$ cat src/rtl/uart_rx_cp.sv
// uart_rx_cp: 8N1 UART receive engine for the D9 UART block.
// Mid-bit sampling off a per-frame latched baud divisor.
module uart_rx_cp #(
   parameter int DATA_BITS = 8
) (
   input  logic        clk,
   input  logic        rst,
   input  logic        sel,
   input  logic [19:0] baud,
   input  logic        rx,
   output logic [7:0]  dout,
   output logic        rx_valid,
   output logic        frame_err,
   output logic        rx_busy,
   output logic [3:0]  bit_cnt
);

   typedef enum logic [1:0] {
      IDLE,
      START,
      DATA,
      STOP
   } state_t;

   state_t      state;
   logic        rx_m;
   logic        rx_s;
   logic        rx_d;
   logic [19:0] cnt;
   logic [19:0] baud_l;
   logic [19:0] half;
   logic [7:0]  shift;
   logic        valid_baud;
   logic        fall;
   logic        run;
   logic        bit_end;
   logic        half_end;

   assign valid_baud = (baud >= 20'd15);
   assign run        = sel & valid_baud;
   assign fall       = rx_d & ~rx_s;
   assign half       = baud_l >> 1;
   assign half_end   = (cnt == half - 20'd1);
   assign bit_end    = (cnt == baud_l - 20'd1);

   // Two-flop synchronizer plus one delay stage for edge detection
   always_ff @(posedge clk or posedge rst) begin
      if (rst) begin
         rx_m <= 1'b1;
         rx_s <= 1'b1;
         rx_d <= 1'b1;
      end else begin
         rx_m <= rx;
         rx_s <= rx_m;
         rx_d <= rx_s;
      end
   end

   always_ff @(posedge clk or posedge rst) begin
      if (rst) begin
         state     <= IDLE;
         cnt       <= '0;
         baud_l    <= '0;
         shift     <= '0;
         dout      <= '0;
         rx_valid  <= 1'b0;
         frame_err <= 1'b0;
         rx_busy   <= 1'b0;
         bit_cnt   <= '0;
      end else begin
         rx_valid  <= 1'b0;
         frame_err <= 1'b0;
         if (!run) begin
            state   <= IDLE;
            cnt     <= '0;
            rx_busy <= 1'b0;
            bit_cnt <= '0;
         end else begin
            unique case (state)
               IDLE: begin
                  if (fall) begin
                     state   <= START;
                     baud_l  <= baud;
                     cnt     <= '0;
                     bit_cnt <= '0;
                     rx_busy <= 1'b1;
                  end
               end
               START: begin
                  if (half_end) begin
                     cnt <= '0;
                     if (!rx_s) begin
                        state   <= DATA;
                        bit_cnt <= 4'd1;
                     end else begin
                        state   <= IDLE;
                        rx_busy <= 1'b0;
                     end
                  end else begin
                     cnt <= cnt + 20'd1;
                  end
               end
               DATA: begin
                  if (bit_end) begin
                     cnt     <= '0;
                     shift   <= {rx_s, shift[7:1]};
                     bit_cnt <= bit_cnt + 4'd1;
                     if (bit_cnt == 4'(DATA_BITS))
                        state <= STOP;
                  end else begin
                     cnt <= cnt + 20'd1;
                  end
               end
               STOP: begin
                  if (bit_end) begin
                     // Back to IDLE at mid-stop so the next start edge is caught
                     cnt     <= '0;
                     state   <= IDLE;
                     rx_busy <= 1'b0;
                     bit_cnt <= '0;
                     if (rx_s) begin
                        dout     <= shift;
                        rx_valid <= 1'b1;
                     end else begin
                        frame_err <= 1'b1;
                     end
                  end else begin
                     cnt <= cnt + 20'd1;
                  end
               end
               default: state <= IDLE;
            endcase
         end
      end
   end

endmodule

$ cat config.mk
export PLATFORM = sky130hd
export DESIGN_NAME = uart_rx_cp
export DESIGN_NICKNAME = d
export VERILOG_FILES = /design/src/rtl/uart_rx_cp.sv
export SDC_FILE = /design/constraint.sdc
export NUM_CORES = 1
export LEC_CHECK = 0
export CORE_MARGIN = 2
export CORE_UTILIZATION = 60
export CTS_CLUSTER_SIZE = 14
export DETAILED_ROUTE_END_ITERATION = 16
export PLACE_DENSITY = 0.82
export SETUP_SLACK_MARGIN = 0.5
export SYNTH_ARGS = -nofsm -noshare
export SYNTH_HDL_FRONTEND = slang
export SYNTH_SLANG_ARGS = --single-unit
$ cat constraint.sdc
create_clock -name clk -period 6.8 [get_ports clk]
set_input_delay 0.68 -clock clk [delete_from_list [all_inputs] [get_ports clk]]
set_output_delay 0.68 -clock clk [all_outputs]
set_load 0.1 [all_outputs]
==> flow_metrics.env, run 1 <==
export IMPL_outcome="finished, final reports clean"
export IMPL_cts_sinks=68
export IMPL_areaGrowthSynthToFinish_pct=10.0
export IMPL_post_route_min_period_ns=3.97
export IMPL_rsz0062_at_grt="no"
export IMPL_ioPinCount=39
export IMPL_worstHoldPathType="reg2reg"
export IMPL_cts_max_level=3
export IMPL_setup_viol=0
export IMPL_fin_worst_skew_ns=0.0161
export IMPL_rrSetupSlack_ns=2.83
export IMPL_cts_hold_fix_buffers=0
export IMPL_worst_slack_ns=2.83
export IMPL_cts_resized=0
export IMPL_p_leak_uw=0.00213
export IMPL_grt_pass1_vias=3882
export IMPL_final_cells=642
export IMPL_dieArea_um2=8770
export IMPL_hold_path_startpoint="rx_m"
export IMPL_vias=3990
export IMPL_worstSetupPathType="reg2reg"
export IMPL_wl_per_cell_um=17.5
export IMPL_relSlewSlack_pct=28.2
export IMPL_cts_tree="yes"
export IMPL_crit_path_max_fanout=22
export IMPL_power_density_nw_per_um2=345
export IMPL_grt_pass1_wl_um=18600
export IMPL_start_util_pct=62.1
export IMPL_r2r_cells=11
export IMPL_gp_congestion=0.894
export IMPL_drcViolationCount=0
export IMPL_grt_ovfl_total=0
export IMPL_fin_nets=568
export IMPL_synth_nets=556
export IMPL_std_cell_rows=32
export IMPL_antenna_found_initial=0
export IMPL_synth_ff_type="dfrtp_1"
export IMPL_core_um2=7770
export IMPL_grt_max_degree=69
export IMPL_drive_above_1_share_pct=15.0
export IMPL_p_total_uw=1830
export IMPL_clk_latency_ns=0.36
export IMPL_endpoint_kind="flip-flop"
export IMPL_clk_pin_slew_ns=0.08
export IMPL_ant_nets=0
export IMPL_drt_wl_total_um=11300
export IMPL_n_fill_cell=611
export IMPL_io_buffers=38
export IMPL_synth_cells=523
export IMPL_crit_path_start="baud_l[0]"
export IMPL_avgViaCountPerCell=6.21
export IMPL_synth_area_leader_cell="dfrtp_1"
export IMPL_cap_viol_max_count=0
export IMPL_worstPathRequired_ns=7.04
export IMPL_yosys_top_cells_area="dfrtp_1, mux2_2, xnor2_1"
export IMPL_syn_area_um2=4820
export IMPL_cts_buffers=9
export IMPL_yosysUniqueCellTypes=74
export IMPL_start_kind="flip-flop"
export IMPL_synth_edff_count=0
export IMPL_final_setup_tns_ns=0
export IMPL_yosysMostFrequentCell="dfrtp_1"
export IMPL_grt_use_total_pct=27.0
export IMPL_die_w_um=93.6
export IMPL_synth_warning_count=0
export IMPL_root_buffer="clkbuf_8"
export IMPL_chipHeight_um=93.6
export IMPL_fmax_ghz=0.252
export IMPL_diodes=0
export IMPL_drtIter0Drc=339
export IMPL_postCtsSetupBuffers=0
export IMPL_slew_violations=0
export IMPL_postSynthAreaPerCell_um2=9.22
export IMPL_hold_end="rx_s"
export IMPL_hold_depth=0
export IMPL_period_share_pct=58.4
export IMPL_vdd_ir_drop_max_uv=131
export IMPL_dp_cells=626
export IMPL_hold_viol=0
export IMPL_rr_endpoint="cnt[12]"
export IMPL_worst_pin_slew_ns=1.07
export IMPL_crit_arrival_ns=4.22
export IMPL_dp_hpwl_um=8170
export IMPL_drt_pass1_iter_count=5
export IMPL_synth_seq_cells=68
export IMPL_synth_top_area_share_pct=33.7
export IMPL_clock_path_buffers=2
export IMPL_ys_seq_area_share_pct=35.4
export IMPL_reg2reg_from="baud_l[0]"
export IMPL_synthArstFlopShare_pct=100
export IMPL_dp_slack_ns=2.92
export IMPL_synth_common_cells="dfrtp_1, nand2_1, o21ai_0"
[cells by family after synthesis]
family,count (synthesis),share of synthesized area [%]
adders and majority gates,9,2.34
xor gates and xnor gates,44,7.99
buffers and inverters,56,6.23
and+or+nand+nor,210,25.5
AOI/OAI and AO/OA,102,14.7
muxes,34,7.86
DFF,68,35.4
[per-layer routing]
| layer | wire length [um] | GRT usage [%] | vias to the layer above | share of wire, % |
|---|---|---|---|---|
| li1 | - | - | 1916 | - |
| met1 | 5120 | 36.3 | 1898 | 45 |
| met2 | 5190 | 43.6 | 150 | 46 |
| met3 | 654 | 4.19 | 26 | 5.8 |
| met4 | 296 | 11.0 | 0 | 2.6 |
| met5 | 0 | 0 | - | 0 |
[how the worst max path moves through the flow]
| stage | cells after the start | endpoint | slack, ns |
|---|---|---|---|
| after global placement | 11 | cnt[12] | 3.10 |
| final | 11 | cnt[12] | 2.83 |
| after floorplan | 12 | bit_cnt[3] | 3.54 |
| after CTS | 11 | cnt[12] | 2.89 |
| after detailed placement | 11 | cnt[12] | 2.92 |
| after global routing | 11 | cnt[11] | 2.32 |
[per-stage QoR]
step | cell area (um^2) | utilization [%] | hold slack [ns]
final | 5310 | 68.3 | 0.363
after global routing | 5310 | 68.3 | 0.367
after detailed placement | 5110 | 65.8 | 0.348
after global placement | 5110 | 65.8 | 0.346
after floorplan | 4820 | - | 0.345
after CTS | 5310 | 68.3 | 0.365
[layout make-up]
class	instances	area (um^2)	share of cell area, %
clock buffer	9	124	2.33
clock inverter	7	73.8	1.39
inverter	17	63.8	1.20
multi-input combinational	399	2820	53.1
sequential	68	1710	32.1
tap	102	128	2.41
timing repair buffer	40	395	7.45
[worst max-delay path, stage by stage (launching register included)]
cell       delay (ns)
dfrtp_1          0.48
inv_1            0.10
ha_1             0.24
nor2b_1          0.37
nand4_1          0.19
a2111oi_2        0.42
nand4b_1         0.21
or4b_4           0.59
o21ai_2          0.39
a21oi_2          0.34
and3_1           0.27
a221o_1          0.25
[registers in the layout (all words and copies together), names as in the netlist]
register and flops:
baud_l 20, cnt 20, dout 8, shift 8, bit_cnt 4, state 2
frame_err 1, rx_busy 1, rx_d 1, rx_m 1, rx_s 1, rx_valid 1
[layout by cell type, fill, tap and decap left out, types with 10 or more instances in the layout]
cell	instances
a211oi_1	10
a21oi_1	11
clkdlybuf4s50_1	38
dfrtp_1	65
inv_1	16
mux2_2	31
nand2_1	61
nand3_1	28
nand4_1	12
nor2_1	18
nor3_1	18
nor4_1	11
o21ai_0	34
xnor2_1	27
xor2_1	17
[report_power, final]
part	internal, uW	switching [uW]
clock network	171	168
logic	362	430
registers	476	226
total	1010	823
Note: power is estimated with default switching activity, not from simulation.
==> inputs of run 2 (changes only) <==
- CORE_UTILIZATION: 60 -> 59
- PLACE_DENSITY: 0.82 -> 0.81
- clock period: 6.8 -> 3.7 ns (I/O delays scaled with it)
==> run 2 against run 1 <==
  * Register-to-register slack lost 2.4 ns
  * Clock skew shrank 0.0066 ns
  * First-iteration DRC count shrank 18%
  * Via count grew 8.9%
  * Die area grew 1.6%
  * Flip-flop and latch count is the same
  * Critical path depth shrank 2
  * Clock-buffer cell count grew 1
  * Worst hold slack lost 0.0025 ns
  * Sequential share of layout area shrank 2.4 points
  * Routed wire length grew 13%
  * Maximum frequency grew 23%
  * Largest cell class unchanged
  * Highest routed layer unchanged
==> flow_metrics.env, run 2 (synthesis gave the netlist of run 1 again) <==
export IMPL_final_setup_tns_ns=0
export IMPL_avgViaCountPerCell=6.38
export IMPL_worstPathRequired_ns=3.98
export IMPL_vias=4346
export IMPL_grt_pass1_wl_um=19800
export IMPL_drt_pass1_iter_count=7
export IMPL_p_leak_uw=0.00235
export IMPL_dp_cells=638
export IMPL_core_um2=7810
export IMPL_wl_per_cell_um=18.6
export IMPL_hold_path_startpoint="rx_m"
export IMPL_die_w_um=94.4
export IMPL_fmax_ghz=0.310
export IMPL_intPower_uw=2120
export IMPL_seq_power_share_pct=31.2
export IMPL_clk_latency_ns=0.35
export IMPL_cts_tree="yes"
export IMPL_top_regs="baud_l: 20 flops, cnt: 20 flops"
export IMPL_slew_violations=0
export IMPL_root_buffer="clkbuf_8"
export IMPL_endpoint_kind="flip-flop"
export IMPL_grt_pass1_vias=4117
export IMPL_io_buffers=38
export IMPL_fin_nets=608
export IMPL_layout_commonest_cell="nand2_1"
export IMPL_post_route_min_period_ns=3.23
export IMPL_vdd_ir_drop_max_uv=428
export IMPL_drtIter0Drc=278
export IMPL_crit_path_max_fanout=9
export IMPL_antenna_found_initial=0
export IMPL_grt_use_total_pct=28.8
export IMPL_start_kind="flip-flop"
export IMPL_start_util_pct=61.7
export IMPL_ioPinCount=39
export IMPL_p_switching_uw=1710
export IMPL_final_cells=681
export IMPL_fin_worst_skew_ns=0.00952
export IMPL_n_fill_cell=572
export IMPL_grt_ovfl_total=0
export IMPL_grt_max_degree=55
export IMPL_chipHeight_um=94.4
export IMPL_setup_viol=0
export IMPL_drcViolationCount=0
export IMPL_final_cell_mix="nand2_1, dfrtp_1, clkdlybuf4s50_1, buf_4, mux2_2"
export IMPL_cts_max_level=3
export IMPL_clock_path_buffers=2
export IMPL_clk_pin_slew_ns=0.08
export IMPL_clkPwrFrac_pct=14.9
export IMPL_cts_sinks=68
export IMPL_worst_pin_slew_ns=1.13
export IMPL_drt_wl_total_um=12700
export IMPL_relSlewSlack_pct=24.8
export IMPL_crit_path_start="baud_l[15]"
export IMPL_worstSetupPathType="reg2reg"
export IMPL_comb_power_share_pct=53.8
export IMPL_cts_hold_fix_buffers=0
export IMPL_areaGrowthSynthToFinish_pct=20.2
export IMPL_crit_arrival_ns=3.51
export IMPL_period_share_pct=87.3
export IMPL_reg2reg_from="baud_l[15]"
export IMPL_dieArea_um2=8910
export IMPL_drive_above_1_share_pct=25.9
export IMPL_worstHoldPathType="reg2reg"
export IMPL_power_density_nw_per_um2=661
export IMPL_outcome="finished, final reports clean"
export IMPL_cts_buffers=9
export IMPL_cap_viol_max_count=0
export IMPL_ant_nets=0
export IMPL_rsz0062_at_grt="yes"
export IMPL_diodes=0
export IMPL_dp_hpwl_um=8520
export IMPL_hold_viol=0
export IMPL_switching_share_pct=44.7
export IMPL_std_cell_rows=32
export IMPL_gp_congestion=0.910
run 2: changes by cell type in the layout (fill, tap and decap cells not counted), sizes merged:
cell / previous run / this run
clkinvlp: 1 / 2
bufinv: 1 / 0
clkbuf: 9 / 10
clkinv: 3 / 2
inv: 19 / 18
buf: 2 / 42
run 2: area by class of cell:
cell class              instances  area (um^2)  area share, %
flip-flops and latches         68         1720           29.7
well taps                     102          128           2.20
repair buffers                 80          721           12.4
clock inverters                 5         37.5          0.648
clock buffers                  10          138           2.38
multi-input cells             399         2980           51.5
inverters                      17         66.3           1.14
run 2: per-stage QoR:
step	cell area, um^2	total power, uW	setup slack [ns]	utilization (%)	hold slack, ns
2_1_floorplan	4850	2540	0.503	-	0.345
3_3_place_gp	5220	2780	0.297	66.8	0.347
3_5_place_dp	5220	2820	0.181	66.8	0.351
4_1_cts	5610	3620	0.504	71.9	0.362
5_1_grt	5790	4030	0.391	74.2	0.367
6_report	5790	3830	0.469	74.2	0.361
run 2: timing repair:
action | in CTS | in global routing
pin swaps | 10 | 8
setup endpoints to repair | 44 | 40
gates cloned | 0 | 1
buffers inserted | 14 | 13
resized for setup | 27 | 22
run 2: path summary, 6_finish.rpt:
kind                              end  slack (ns)  depth (start not counted)
hold / removal                   rx_s        0.36                          0
hold reg to reg                  rx_s        0.36                          0
setup reg to reg           bit_cnt[3]        0.47                          9
setup / recovery           bit_cnt[3]        0.47                          9
max in group asynchronous  baud_l[11]        2.26                          3
min in group asynchronous      cnt[3]        0.61                          2
run 2: critical path, cell delays in order (launching register included):
cell and delay, ns:
dfrtp_2 0.48, or4_4 0.59, nor4_2 0.29, or4b_4 0.19
o211ai_1 0.08, or4b_4 0.60, o211ai_4 0.20, nand4b_4 0.12
or4_4 0.52, o211ai_2 0.08
run 2: power groups by stage:
stage / combinational (uW) / sequential [uW] / clock (uW)
after floorplan: 1470 / 1070 / 0
after global placement: 1560 / 1220 / 0
after detailed placement: 1590 / 1230 / 0
after CTS: 1850 / 1190 / 575
after global routing: 2200 / 1220 / 615
final: 2060 / 1200 / 571
run 2: routing by layer:
| layer | part of all wire, % | track usage (%) | wire, um | vias up |
|---|---|---|---|---|
| li1 | - | - | - | 2002 |
| met2 | 48 | 47.3 | 6070 | 214 |
| met3 | 6.7 | 5.51 | 851 | 40 |
| met4 | 3.2 | 14.9 | 407 | 0 |
| met1 | 42 | 36.1 | 5350 | 2090 |
| met5 | 0 | 0 | 0 | - |
==> inputs of run 3 (changes only) <==
- CORE_UTILIZATION: 59 -> 35
- GPL_TIMING_DRIVEN: unset -> 0
- PLACE_DENSITY: 0.81 -> unset
==> run 3 against run 2 <==
  * Global-route usage shrank 10 points
  * Clock-buffer cell count is the same
  * Register-to-register slack lost 0.06 ns
  * Maximum frequency shrank 1.7%
  * Core utilization shrank 28 points
  * Non-clock buffer count grew 27
  * Final cell count grew 15%
  * Clock skew grew 0.00068 ns
  * First-iteration DRC count grew 0.36%
  * Combinational power grew 14%
  * Flip-flop and latch count is the same
  * Setup slack lost 0.055 ns
==> flow_metrics.env, run 3 (synthesis gave the netlist of run 1 again) <==
export IMPL_post_route_min_period_ns=3.29
export IMPL_dp_hpwl_um=9050
export IMPL_clock_path_buffers=2
export IMPL_start_util_pct=36.1
export IMPL_vias=4335
export IMPL_worst_pin_slew_ns=0.978
export IMPL_rr_endpoint="cnt[3]"
export IMPL_r2r_cells=11
export IMPL_final_setup_tns_ns=0
export IMPL_cts_buffers=9
export IMPL_endpoint="cnt[3]"
export IMPL_cap_viol_max_count=0
export IMPL_layout_commonest_cell="dfrtp_1"
export IMPL_ioPinCount=39
export IMPL_grt_use_total_pct=18.5
export IMPL_worstSetupPathType="reg2reg"
export IMPL_final_cells=783
export IMPL_core_um2=13300
export IMPL_drive_above_1_share_pct=25.5
export IMPL_fin_nets=635
export IMPL_cts_hold_fix_buffers=0
export IMPL_p_leak_uw=0.00253
export IMPL_drt_pass1_iter_count=5
export IMPL_dieArea_um2=14700
export IMPL_n_fill_cell=1315
export IMPL_final_cell_area_um2=6220
export IMPL_drcViolationCount=0
export IMPL_cts_tree="yes"
export IMPL_drt_wl_total_um=13400
export IMPL_clk_latency_ns=0.35
export IMPL_period_share_pct=88.8
export IMPL_crit_path_start="baud_l[8]"
export IMPL_grt_pass1_vias=4235
export IMPL_endpoint_kind="flip-flop"
export IMPL_start_kind="flip-flop"
export IMPL_root_buffer="clkbuf_16"
export IMPL_final_cell_mix="dfrtp_1, nand2_1, clkdlybuf4s50_1"
export IMPL_antenna_found_initial=0
export IMPL_io_buffers=38
export IMPL_worstPathRequired_ns=3.94
export IMPL_rsz0062_at_grt="yes"
export IMPL_chipHeight_um=121
export IMPL_crit_path_max_fanout=10
export IMPL_fmax_ghz=0.304
export IMPL_dp_cells=737
export IMPL_rrSetupSlack_ns=0.41
export IMPL_vdd_ir_drop_max_uv=417
export IMPL_grt_pass1_wl_um=21500
export IMPL_grt_ovfl_total=0
export IMPL_worstHoldPathType="reg2reg"
export IMPL_top_regs="baud_l: 20 flops, cnt: 20 flops"
export IMPL_crit_arrival_ns=3.52
export IMPL_diodes=0
export IMPL_ant_nets=0
export IMPL_avgViaCountPerCell=5.54
export IMPL_grt_max_degree=69
export IMPL_fin_worst_skew_ns=0.0102
export IMPL_wl_per_cell_um=17.1
export IMPL_gp_congestion=0.908
export IMPL_setup_viol=0
export IMPL_clk_pin_slew_ns=0.06
export IMPL_cts_sinks=68
export IMPL_die_w_um=121
export IMPL_power_density_nw_per_um2=699
export IMPL_drtIter0Drc=279
export IMPL_reg2reg_from="baud_l[8]"
export IMPL_areaGrowthSynthToFinish_pct=29.0
export IMPL_cts_max_level=3
export IMPL_slew_violations=0
export IMPL_std_cell_rows=42
export IMPL_placed_cell_area_um2=5450
export IMPL_relSlewSlack_pct=34.6
export IMPL_outcome="finished, final reports clean"
export IMPL_hold_viol=0
[run 3: cell types whose count changed in the layout (fill, tap and decap cells not counted), sizes merged]
cell / delta
clkbuf: +20
buf: +7
bufinv: +2
clkinvlp: -2
inv: +1
[run 3: layout make-up]
class | instances | area, um^2 | area share, %
Inverter | 17 | 68.8 | 1.11
Buffer | 39 | 263 | 4.23
Clock buffer | 10 | 239 | 3.84
Multi-Input combinational cell | 399 | 3010 | 48.4
Tap cell | 176 | 220 | 3.54
Sequential cell | 68 | 1710 | 27.5
Clock inverter | 6 | 95.1 | 1.53
Timing Repair Buffer | 68 | 616 | 9.90
[run 3: worst min-delay path by stage]
| stage | from | endpoint | slack [ns] | cells past startpoint |
|---|---|---|---|---|
| after floorplan | rx_m | rx_s | 0.35 | 0 |
| after global placement | rx_m | rx_s | 0.35 | 0 |
| after detailed placement | rx_m | rx_s | 0.35 | 0 |
| after CTS | rx_m | rx_s | 0.36 | 0 |
| after global routing | rx_m | rx_s | 0.36 | 0 |
| final | rx_m | rx_s | 0.36 | 0 |
[run 3: worst max-delay path: stages, from the launching register on]
cell and delay [ns]:
dfrtp_1 0.36, buf_4 0.19, nor4_4 0.30, nand4_1 0.23, a2111oi_4 0.34, nand4b_1 0.25
or4b_4 0.65, o21ai_4 0.25, a21oi_4 0.11, buf_6 0.17, a21o_1 0.14, a22o_1 0.17
[run 3: per-layer routing]
layer  wire, um  track usage [%]  vias to the layer above
met5          0                0                        -
met4        291             6.75                        0
met3        533             3.85                       22
met2       6180             28.8                      100
met1       6360             25.4                     2151
li1           -                -                     2062
[run 3: what timing repair did]
item / in CTS / in global routing
pin swaps: 15 / 17
setup endpoints to repair: 44 / 44
endpoints found under the hold margin: 0 / 0
gates resized for setup: 31 / 12
cloned: 0 / 1
buffers inserted: 17 / 12
[run 3: power by group]
group | switching (uW) | internal, uW | total [uW]
logic | 1310 | 1040 | 2350
clock network | 364 | 616 | 980
registers | 135 | 884 | 1020
total | 1800 | 2540 | 4340
[run 3: stage by stage]
stage	worst slack (ns)	util [%]	power, uW	hold WS [ns]
final	0.414	46.6	4340	0.355
after global routing	0.291	46.6	4590	0.357
after CTS	0.450	45.4	4220	0.356
after detailed placement	-0.144	40.9	2970	0.347
after global placement	-0.0581	40.8	2920	0.346
after floorplan	0.503	-	2540	0.345
